## config.mk

```make
export PLATFORM = sky130hd
export DESIGN_NAME = rom_dl_sequencer
export DESIGN_NICKNAME = d
export VERILOG_FILES = /design/src/rtl/rom_dl_sequencer.sv
export SDC_FILE = /design/constraint.sdc
export NUM_CORES = 1
export LEC_CHECK = 0
export ABC_AREA = 1
export CAP_MARGIN = 10
export CELL_PAD_IN_SITES_DETAIL_PLACEMENT = 1
export CELL_PAD_IN_SITES_GLOBAL_PLACEMENT = 2
export CORE_ASPECT_RATIO = 1.4
export CORE_MARGIN = 5
export CORE_UTILIZATION = 35
export DETAILED_ROUTE_END_ITERATION = 7
export HOLD_SLACK_MARGIN = 0.03
export PLACE_DENSITY = 0.8
export REMOVE_ABC_BUFFERS = 1
export SLEW_MARGIN = 20
export SYNTH_ARGS = -nofsm -noshare
export SYNTH_HDL_FRONTEND = slang
export SYNTH_SLANG_ARGS = --single-unit
```

## constraint.sdc

```tcl
create_clock -name clk_sys -period 4.7 [get_ports clk_sys]
set_input_delay 0.94 -clock clk_sys [delete_from_list [all_inputs] [get_ports clk_sys]]
set_output_delay 0.94 -clock clk_sys [all_outputs]
set_load 0.005 [all_outputs]
```

## src/rtl/rom_dl_sequencer.sv

```systemverilog
// rtl/rom_dl_sequencer.sv - HPS ROM download sequencer: region decode, 4-deep FIFO, req/ack issue to ROM targets
// Holds the game core in reset until a complete, error-free image has drained to the targets.
module rom_dl_sequencer #(
  parameter logic [24:0] R1_BASE  = 25'h08000,
  parameter logic [24:0] R2_BASE  = 25'h0C000,
  parameter logic [24:0] R3_BASE  = 25'h10000,
  parameter logic [24:0] IMG_SIZE = 25'h14000,
  parameter int          AW       = 17,
  parameter int          RST_HOLD = 16
) (
  input  logic          clk_sys,
  input  logic          reset_n,
  input  logic          ioctl_download,
  input  logic          ioctl_wr,
  input  logic [24:0]   ioctl_addr,
  input  logic [7:0]    ioctl_dout,
  output logic          ioctl_wait,
  output logic          rom_req,
  input  logic          rom_ack,
  output logic [3:0]    rom_we,
  output logic [AW-1:0] rom_ad,
  output logic [7:0]    rom_dt,
  output logic          core_reset,
  output logic          dl_done,
  output logic          dl_error
);

  typedef enum logic [2:0] {
    S_IDLE, S_LOAD, S_DRAIN, S_HOLD, S_RUN, S_ERROR
  } state_t;

  localparam int EW = 2 + AW + 8;
  localparam int HW = $clog2(RST_HOLD) + 1;

  state_t          state, state_nx;
  logic            dl_q, dl_rise, dl_fall;
  logic [EW-1:0]   fifo_mem [4];
  logic [1:0]      rd_ptr, wr_ptr;
  logic [2:0]      occ, occ_nx;
  logic [24:0]     byte_cnt;
  logic [HW-1:0]   hold_cnt;
  logic            err_q;
  logic            in_range;
  logic [1:0]      region;
  logic [24:0]     base;
  logic [AW-1:0]   rel_ad;
  logic            loading, push_try, push, pop, ovf, oor;
  logic [EW-1:0]   head;

  assign dl_rise = ioctl_download & ~dl_q;
  assign dl_fall = ~ioctl_download & dl_q;

  always_comb begin
    region = 2'd0;
    base   = '0;
    if (ioctl_addr < R1_BASE) begin
      region = 2'd0;
      base   = '0;
    end else if (ioctl_addr < R2_BASE) begin
      region = 2'd1;
      base   = R1_BASE;
    end else if (ioctl_addr < R3_BASE) begin
      region = 2'd2;
      base   = R2_BASE;
    end else begin
      region = 2'd3;
      base   = R3_BASE;
    end
  end

  assign in_range = (ioctl_addr < IMG_SIZE);
  assign rel_ad   = AW'(ioctl_addr - base);

  // Outputs are gated by rom_req so an empty FIFO never exposes stale entries.
  assign head    = fifo_mem[rd_ptr];
  assign rom_req = (occ != 3'd0);
  assign rom_we  = rom_req ? (4'b0001 << head[EW-1 -: 2]) : 4'b0000;
  assign rom_ad  = rom_req ? head[AW+7:8] : '0;
  assign rom_dt  = rom_req ? head[7:0] : 8'h00;

  assign pop      = rom_req & rom_ack;
  assign loading  = (state == S_LOAD);
  assign push_try = loading & ioctl_wr & in_range;
  assign push     = push_try & ((occ != 3'd4) | pop);
  assign ovf      = push_try & (occ == 3'd4) & ~pop;
  assign oor      = loading & ioctl_wr & ~in_range;
  assign occ_nx   = occ + {2'b00, push} - {2'b00, pop};

  assign core_reset = (state != S_RUN);
  assign dl_done    = (state == S_RUN);
  assign dl_error   = err_q;

  always_comb begin
    state_nx = state;
    case (state)
      S_LOAD:  if (dl_fall) state_nx = S_DRAIN;
      S_DRAIN: begin
        if (occ == 3'd0) begin
          if ((byte_cnt == IMG_SIZE) && !err_q) state_nx = S_HOLD;
          else                                  state_nx = S_ERROR;
        end
      end
      S_HOLD:  if (hold_cnt == HW'(RST_HOLD - 1)) state_nx = S_RUN;
      default: state_nx = state;
    endcase
    // A new download restarts from any state.
    if (dl_rise) state_nx = S_LOAD;
  end

  always_ff @(posedge clk_sys) begin
    if (push) fifo_mem[wr_ptr] <= {region, rel_ad, ioctl_dout};
  end

  always_ff @(posedge clk_sys) begin
    if (!reset_n) begin
      state      <= S_IDLE;
      dl_q       <= 1'b0;
      rd_ptr     <= 2'd0;
      wr_ptr     <= 2'd0;
      occ        <= 3'd0;
      byte_cnt   <= '0;
      hold_cnt   <= '0;
      err_q      <= 1'b0;
      ioctl_wait <= 1'b0;
    end else begin
      state    <= state_nx;
      dl_q     <= ioctl_download;
      hold_cnt <= (state == S_HOLD) ? hold_cnt + 1'b1 : '0;
      if (dl_rise) begin
        rd_ptr     <= 2'd0;
        wr_ptr     <= 2'd0;
        occ        <= 3'd0;
        byte_cnt   <= '0;
        err_q      <= 1'b0;
        ioctl_wait <= 1'b0;
      end else begin
        if (push) begin
          wr_ptr <= wr_ptr + 2'd1;
          if (byte_cnt != '1) byte_cnt <= byte_cnt + 25'd1;
        end
        if (pop) rd_ptr <= rd_ptr + 2'd1;
        occ        <= occ_nx;
        // Asserting at two leaves two free slots to absorb hps_io's wait latency.
        ioctl_wait <= (occ_nx >= 3'd2);
        if (ovf || oor || ((state == S_DRAIN) && (state_nx == S_ERROR))) err_q <= 1'b1;
      end
    end
  end

endmodule
```

* After elaboration in Yosys (flattened, before gate mapping) *
Memories as Yosys holds them, arrays and structs flattened. A register that Yosys moved wholly into a read port is not among the register bits.
Index checks and enable logic that the tools add are counted.
W data, S select, Z words.

storage, ports and cells
  flip-flop bits (word level) = 43
  latch bits = 0
  bits in writable memories = 108
  ROM bits = 0
  input bits = 38
  output and inout port bits = 34
  logic and storage cells = 78
  memories kept = 1

operators by class
  add/sub/neg operators = 7
  multiply operators = 0
  divide/modulo/power cells = 0
  $lt $le $gt $ge = 5
  eq/ne operators = 11
  shift-type cells = 1
  multiplexer cells = 19
  bitwise logic cells = 15
  reduce and logical (&&, ||, !) cells = 10

memory list
  name      words  width  rd ports  clocked after memory_dff  write ports  line  RTL
  fifo_mem  4      27     1         1                         1            37    logic [EW-1:0] fifo_mem [4];

operators with widths
  cell                     number
  $mux W17                 4
  $lt A25 B16 Y1 const B   2
  $lt A25 B17 Y1 const B   2
  $add A25 B1 Y25 const B  1
  $eq A25 B17 Y1 const B   1
  $ne A25 B25 Y1 const B   1
  $sub A17 B17 Y17         1
  $mux W3                  5
  $and A1 B1 Y1            9
  $eq A3 B3 Y1 const B     3
  $pmux W3 S3              1
  $mux W2                  4
  $mux W8                  1
  $eq A3 B2 Y1 const B     2
  $ne A3 B3 Y1 const B     2
  $add A5 B1 Y5 const B    1
  $eq A5 B4 Y1 const B     1
  $not A1 Y1               5
  $add A2 B1 Y2 const B    2
  $mux W4                  1
  $reduce_and A2 Y1        2
  $shl A1 B2 Y4 const A    1
  $add A3 B1 Y3            1
  $eq A3 B1 Y1 const B     1
  10 further kinds         14

* Depth between registers and ports, before layout *
Gate-level depths: netlist of the first run.

  depth in word-level cells = 9
  depth in mapped cells = 12

* Worst setup path after synthesis of the first run *
No wires, ideal clock.

  path kind = input port to flip-flop
  start = input ioctl_addr[21]
  end = memory fifo_mem[0][0] (netlist name), enable pin
  setup time = 411 ps
  data arrival time = 2649 ps
  data required time = 4289 ps
  path slack = 1640 ps
  stages on the path = 5
  path buffers = 0
  path through = nor2_1 nand2_1 nor2_2 nand3_2 nor2_1

on the way
  longest elaborated chain between the ends = 5

ends and longest elaborated chain
  what                           line  RTL
  from (decl)                    15    input logic [24:0] ioctl_addr,
  $lt A25 B17 Y1                 71    assign in_range = (ioctl_addr < IMG_SIZE);
  $and A1 B1 Y1                  83    assign push_try = loading & ioctl_wr & in_range;
  $and A1 B1 Y1                  84    assign push = push_try & ((occ != 3'd4) | pop);
  $mux W1                        111   if (push) fifo_mem[wr_ptr] <= {region, rel_ad, ioctl_dout};
  $mux W1 (not written as such)  111
  to (decl)                      37

Every way passes these cells.

==> flow_summary.toml, run 1 <==
[clock_network]
cts_tree = "done"
cts.repair.resized = 0
clockBufferDepth = 2
cts_made_buffers = 17
clock_sinks = 153
htree_levels = 4
cts_hold_buffers = 0
root_buffer = "clkbuf_16"
cts_setup_buffers = 0
clk_latency_ns = 0.43
clkSlewWorstSetupHoldPaths_ns = 0.07

[logic_synthesis]
synth.most_common_cell = "nor2_1"
synth_common_cells = "nor2_1, nand2_1, edfxtp_1, inv_1, dfxtp_1"
async_flop_share_pct = 0
synth_cell_types = 35
ys_ff_latch = 153
synth_edf_count = 108
syn_area_um2 = 7130
synth_area_per_cell_um2 = 9.24
seq_area_frac_synth_pct = 58.2
synth.top_cells.by_area = "edfxtp_1, dfxtp_1, nor2_1"
yosysWarnings = 0
synth_ff_type = "edfxtp_1"
yosysTopAreaCellShare_pct = 45.5
synth_cells = 771
synth_top_area_cell = "edfxtp_1"

[sta]
max_slew_margin_pct = 40.8
finalMaxSlewViolations = 0
hold_viol_final = 0
max_freq_mhz = 272
setup_violations = 0
finalCritPeriodShare_pct = 78.1
skew_ns = 0.0123
tns_ns = 0
worstMarginPinSlew_ns = 0.888
fin_crit_ns = 3.67
setup_ws_ns = 1.03
rsz0062_at_grt = "no"

[power_and_ir_drop]
swShare_pct = 25.4
p_leak_nw = 3.10
intPower_mw = 2.28
power_density_nw_per_um2 = 353
seqPwrFrac_pct = 47.7
combinationalPowerShare_pct = 8.8
net-switching-power_mw = 0.774
clock_power_share_pct = 43.5
vdd_drop_max_uv = 179

[worst_setup_path]
critPathArrivalTime_ns = 2.73
crit_type = "reg2out"
path_max_fanout = 54
crit_slowest_cell = "inv_2"
r2r-end = "ioctl_wait"
endpoint_kind = "output port"
reg2reg_depth = 10
critical_path_required_ns = 3.76
r2r-start = "occ[1]"
path_cells = "inv_2, nand2_1, a32oi_1, inv_1, nor2_1, clkdlybuf4s50_1"
crit_path_max_incr_delay_ns = 0.61
start_kind = "flop"
rrSetupSlack_ns = 1.88

[drt]
viasPerCell = 4.95
wl_per_cell_um = 16.8
num_vias = 5471
drt_pass1_iterations = 4
detail-route-antenna-nets = 0
drt_iter0_markers = 267
finalWirelength_mm = 18.6
drc = 0

[hold_path]
min_to = "hold_cnt[0]"
hold_path_depth = 1
hp-class = "reg2reg"
hold_start = "hold_cnt[0]"

[finish]
layout.nets = 892
antenna_cells = 0
drive_above_1_share_pct = 10.8
final_cells = 1106
fillerInstances = 2278
syn_to_final_growth_pct = 21.4
utilization_pct = 43.2

[die]
initial_utilization_pct = 35.6
fp.dieW_um = 131
ios = 72
die_area_um2 = 23400
core.rowCount = 61
die_y_um = 179
core-area_um2 = 20000

[global_routing]
grt_overflow = 0
grt_max_degree = 55
track_usage_pct = 16.8
grt_pass1_wl_mm = 30.2
grt_pass1_vias = 5996
antenna_found_initial = 0

[place]
hpwl_mm = 12.7
dpl_worst_slack_ns = 1.12
placed_cells = 1074
place.gp.congestion = 0.839
port_buffers = 71

[flow_run]
max_cap_violations = 0

[outcome]
status = "finished, final reports clean"
## worst max-delay path, delay by kind of cell (launching register included)
kind | cells | cell delay (ns)
flops | 1 | 0.32
buf+inv | 3 | 1.25
simple gates | 2 | 0.27
compound gates | 1 | 0.44
## layout by cell type, fill, tap and decap left out, drive strengths merged
master and count:
a21boi 1, a21oi 59, a32oi 1, buf 7, clkbuf 17, clkdlybuf4s50 71
clkinv 3, clkinvlp 1, dfxtp 45, edfxtp 108, fa 2, ha 11
inv 77, nand2 155, nand3 22, nand3b 1, nand4 3, nor2 182
nor3 7, nor3b 1, nor4 1, o211ai 2, o21ai 59, xnor2 2
xor2 16
## worst max-delay path by stage
stage                         startpoint         end  slack [ns]
after floorplan                     flop   rom_we[0]        1.57
after global placement    ioctl_addr[14]  ioctl_wait        1.26
after detailed placement  ioctl_addr[14]  ioctl_wait        1.12
after CTS                           flop   rom_we[2]        0.99
after global routing                flop   rom_we[2]        0.82
final                               flop   rom_we[2]        1.03
## stage by stage
stage	instance area, µm²	hold WS, ns	power [mW]
final	8650	0.452	3.05
after global routing	8650	0.475	3.18
after CTS	8650	0.456	3.09
after detailed placement	8080	0.444	1.76
after global placement	8080	0.428	1.75
after floorplan	6990	0.418	1.59
## per-layer routing
layer	vias to the layer above	routed length, µm	GRT usage [%]
met2	85	10200	31.9
met4	0	385	6.17
met5	-	0	0
met3	34	573	2.89
li1	2677	-	-
met1	2675	7470	18.2
## flip-flops by register name, indices dropped and copies added, names as in the netlist, named ones only
register,flops
dl_error,1
wr_ptr,2
byte_cnt,25
state,3
dl_q,1
occ,3
ioctl_wait,1
fifo_mem,108
rd_ptr,2
hold_cnt,5
## power groups by stage
| stage | logic [mW] | clock network [mW] | registers [mW] |
|---|---|---|---|
| after global placement | 0.263 | 0 | 1.48 |
| after floorplan | 0.102 | 0 | 1.49 |
| after detailed placement | 0.274 | 0 | 1.48 |
| final | 0.270 | 1.33 | 1.45 |
| after global routing | 0.298 | 1.43 | 1.45 |
| after CTS | 0.276 | 1.36 | 1.45 |
## final cells by class
| cell class | count | area, µm² | share of cell area [%] |
|---|---|---|---|
| clock buffer | 17 | 425 | 4.92 |
| clock inverter | 15 | 146 | 1.69 |
| inverter | 66 | 248 | 2.86 |
| multi-input combinational | 525 | 2610 | 30.1 |
| sequential | 153 | 4150 | 47.9 |
| tap | 252 | 315 | 3.65 |
| timing repair buffer | 78 | 763 | 8.83 |
## kinds of logic after synthesis
group	after synthesis	share of synthesized area, %
and+or+nand+nor	372	21.9
DFF	153	58.2
AOI/OAI and AO/OA	122	9.78
buffers and inverters	93	5.43
xor gates and xnor gates	18	2.21
adders and majority gates	13	2.49
No activity file was read; power rests on OpenSTA's default activity.
==> run 2, diff against run 1 <==
--- a/config.mk
+++ b/config.mk
@@ -11,10 +11,10 @@
 export CELL_PAD_IN_SITES_GLOBAL_PLACEMENT = 2
 export CORE_ASPECT_RATIO = 1.4
 export CORE_MARGIN = 5
-export CORE_UTILIZATION = 35
+export CORE_UTILIZATION = 32
 export DETAILED_ROUTE_END_ITERATION = 7
 export HOLD_SLACK_MARGIN = 0.03
-export PLACE_DENSITY = 0.8
+export PLACE_DENSITY = 0.77
 export REMOVE_ABC_BUFFERS = 1
 export SLEW_MARGIN = 20
 export SYNTH_ARGS = -nofsm -noshare
==> constraint.sdc (replaced) <==
create_clock -name clk_sys -period 3.2 [get_ports clk_sys]
set_input_delay 0.64 -clock clk_sys [delete_from_list [all_inputs] [get_ports clk_sys]]
set_output_delay 0.64 -clock clk_sys [all_outputs]
set_load 0.005 [all_outputs]
==> run 2 against run 1 <==
Net effect: final area rose by 2.4%; sequential share of layout area is 1.1 points lower; via count shrank 1.4%; sequential power rose by 48%; largest power group unchanged; clock skew is 0.0032 ns lower; non-clock buffer count increased by 9; worst hold slack worse by 0.00077 ns; register-to-register slack got worse by 1.1 ns; count of clock-buffer cells in the layout rose by 1.
==> flow_summary.toml, run 2 (synthesis gave the netlist of run 1 again) <==
[drt]
drt_pass1_iterations = 4
num_vias = 5394
drc = 0
drt_iter0_markers = 180
finalWirelength_mm = 18.0
viasPerCell = 4.65
wl_per_cell_um = 15.5
detail-route-antenna-nets = 0

[hold_path]
hp-class = "reg2reg"
hold_path_depth = 1

[power_and_ir_drop]
p_leak_nw = 3.17
net-switching-power_mw = 1.01
combinationalPowerShare_pct = 9.1
seqPwrFrac_pct = 47.0
clock_power_share_pct = 43.9
intPower_mw = 3.54
vdd_drop_max_uv = 352
swShare_pct = 22.2
power_density_nw_per_um2 = 514
finalPower_mw = 4.55

[finish]
drive_above_1_share_pct = 11.3
antenna_cells = 0
mostFrequentLayoutCells = "nor2_1, nand2_1, edfxtp_1"
layout.nets = 901
fillerInstances = 2547
syn_to_final_growth_pct = 24.3
reg_top3 = "fifo_mem: 108 flops, byte_cnt: 25 flops, hold_cnt: 5 flops"
postLayoutCellArea_um2 = 8860
multi_input_area_um2 = 2610
layout_commonest_cell = "nor2_1"
largest_reg_flops = 108
final_cells = 1159
top_register = "fifo_mem"
register_area_um2 = 4150

[sta]
worstMarginPinSlew_ns = 0.605
max_freq_mhz = 342
rsz0062_at_grt = "no"
finalMaxSlewViolations = 0
fin_crit_ns = 2.92
hold_viol_final = 0
setup_violations = 0
skew_ns = 0.00906
max_slew_margin_pct = 59.3
finalCritPeriodShare_pct = 91.4
tns_ns = 0

[global_routing]
grt_pass1_vias = 5763
grt_max_degree = 29
antenna_found_initial = 0
grt_overflow = 0
track_usage_pct = 14.9
grt_pass1_wl_mm = 29.4

[clock_network]
clockBufferDepth = 2
cts.repair.resized = 0
cts_tree = "done"
clkSlewWorstSetupHoldPaths_ns = 0.06
htree_levels = 4
clk_latency_ns = 0.43
cts_hold_buffers = 0
root_buffer = "clkbuf_16"
clock_sinks = 153
cts_setup_buffers = 0
cts_made_buffers = 17

[die]
die_y_um = 187
core-area_um2 = 21900
fp.dieW_um = 136
die_area_um2 = 25400
initial_utilization_pct = 32.5
ios = 72
core.rowCount = 64

[outcome]
status = "finished, final reports clean"

[worst_setup_path]
critical_path_required_ns = 2.56
endpoint_kind = "output port"
path_max_fanout = 20
crit_type = "reg2out"
reg2reg_depth = 10
start_kind = "flop"
critPathArrivalTime_ns = 2.28

[flow_run]
max_cap_violations = 0

[place]
port_buffers = 71
hpwl_mm = 12.4
placed_cells = 1128
place.gp.congestion = 0.769
placed_area_um2 = 8280
==> run 2: final cells by class <==
| class | instances | share of cell area [%] |
|---|---|---|
| Clock inverter | 13 | 1.74 |
| Sequential cell | 153 | 46.8 |
| Inverter | 66 | 2.80 |
| Tap cell | 297 | 4.19 |
| Timing Repair Buffer | 87 | 10.2 |
| Clock buffer | 18 | 4.84 |
| Multi-Input combinational cell | 525 | 29.4 |
==> run 2: final timing paths <==
kind	startpoint	slack [ns]	to
hold reg to reg	hold_cnt[0]	0.45	hold_cnt[0]
setup reg to reg	occ[1]	0.75	ioctl_wait
setup / recovery	flop	0.28	rom_we[3]
hold / removal	hold_cnt[0]	0.45	hold_cnt[0]
==> run 2: power by group through the flow <==
stage	logic [mW]	clock network (mW)	registers, mW
after floorplan	0.151	0	2.19
after global placement	0.422	0	2.18
after detailed placement	0.427	0	2.18
after CTS	0.429	2.06	2.14
after global routing	0.461	2.15	2.14
final	0.414	2.00	2.14
==> run 2: worst max-delay path: stages (launching register included) <==
cell and delay (ns):
dfxtp_2 0.33, inv_2 0.22, buf_4 0.31, nand2_1 0.10
nand3_1 0.11, nand3_1 0.14, nor2_1 0.13, clkdlybuf4s50_1 0.50
==> run 2: per-stage QoR <==
step / hold slack (ns) / utilization [%] / setup WS, ns
finish: 0.451 / 40.4 / 0.277
detailed placement: 0.443 / 37.7 / 0.132
global placement: 0.435 / 37.7 / 0.214
floorplan: 0.418 / - / 0.374
global route: 0.473 / 40.4 / 0.117
CTS: 0.458 / 40.4 / 0.215
==> run 2: metal layers <==
| layer | wire length [µm] | global-route usage [%] | share of wire, % |
|---|---|---|---|
| met4 | 343 | 5.62 | 1.9 |
| met1 | 7530 | 16.5 | 42 |
| met5 | 0 | 0 | 0 |
| met3 | 592 | 2.83 | 3.3 |
| met2 | 9530 | 27.5 | 53 |
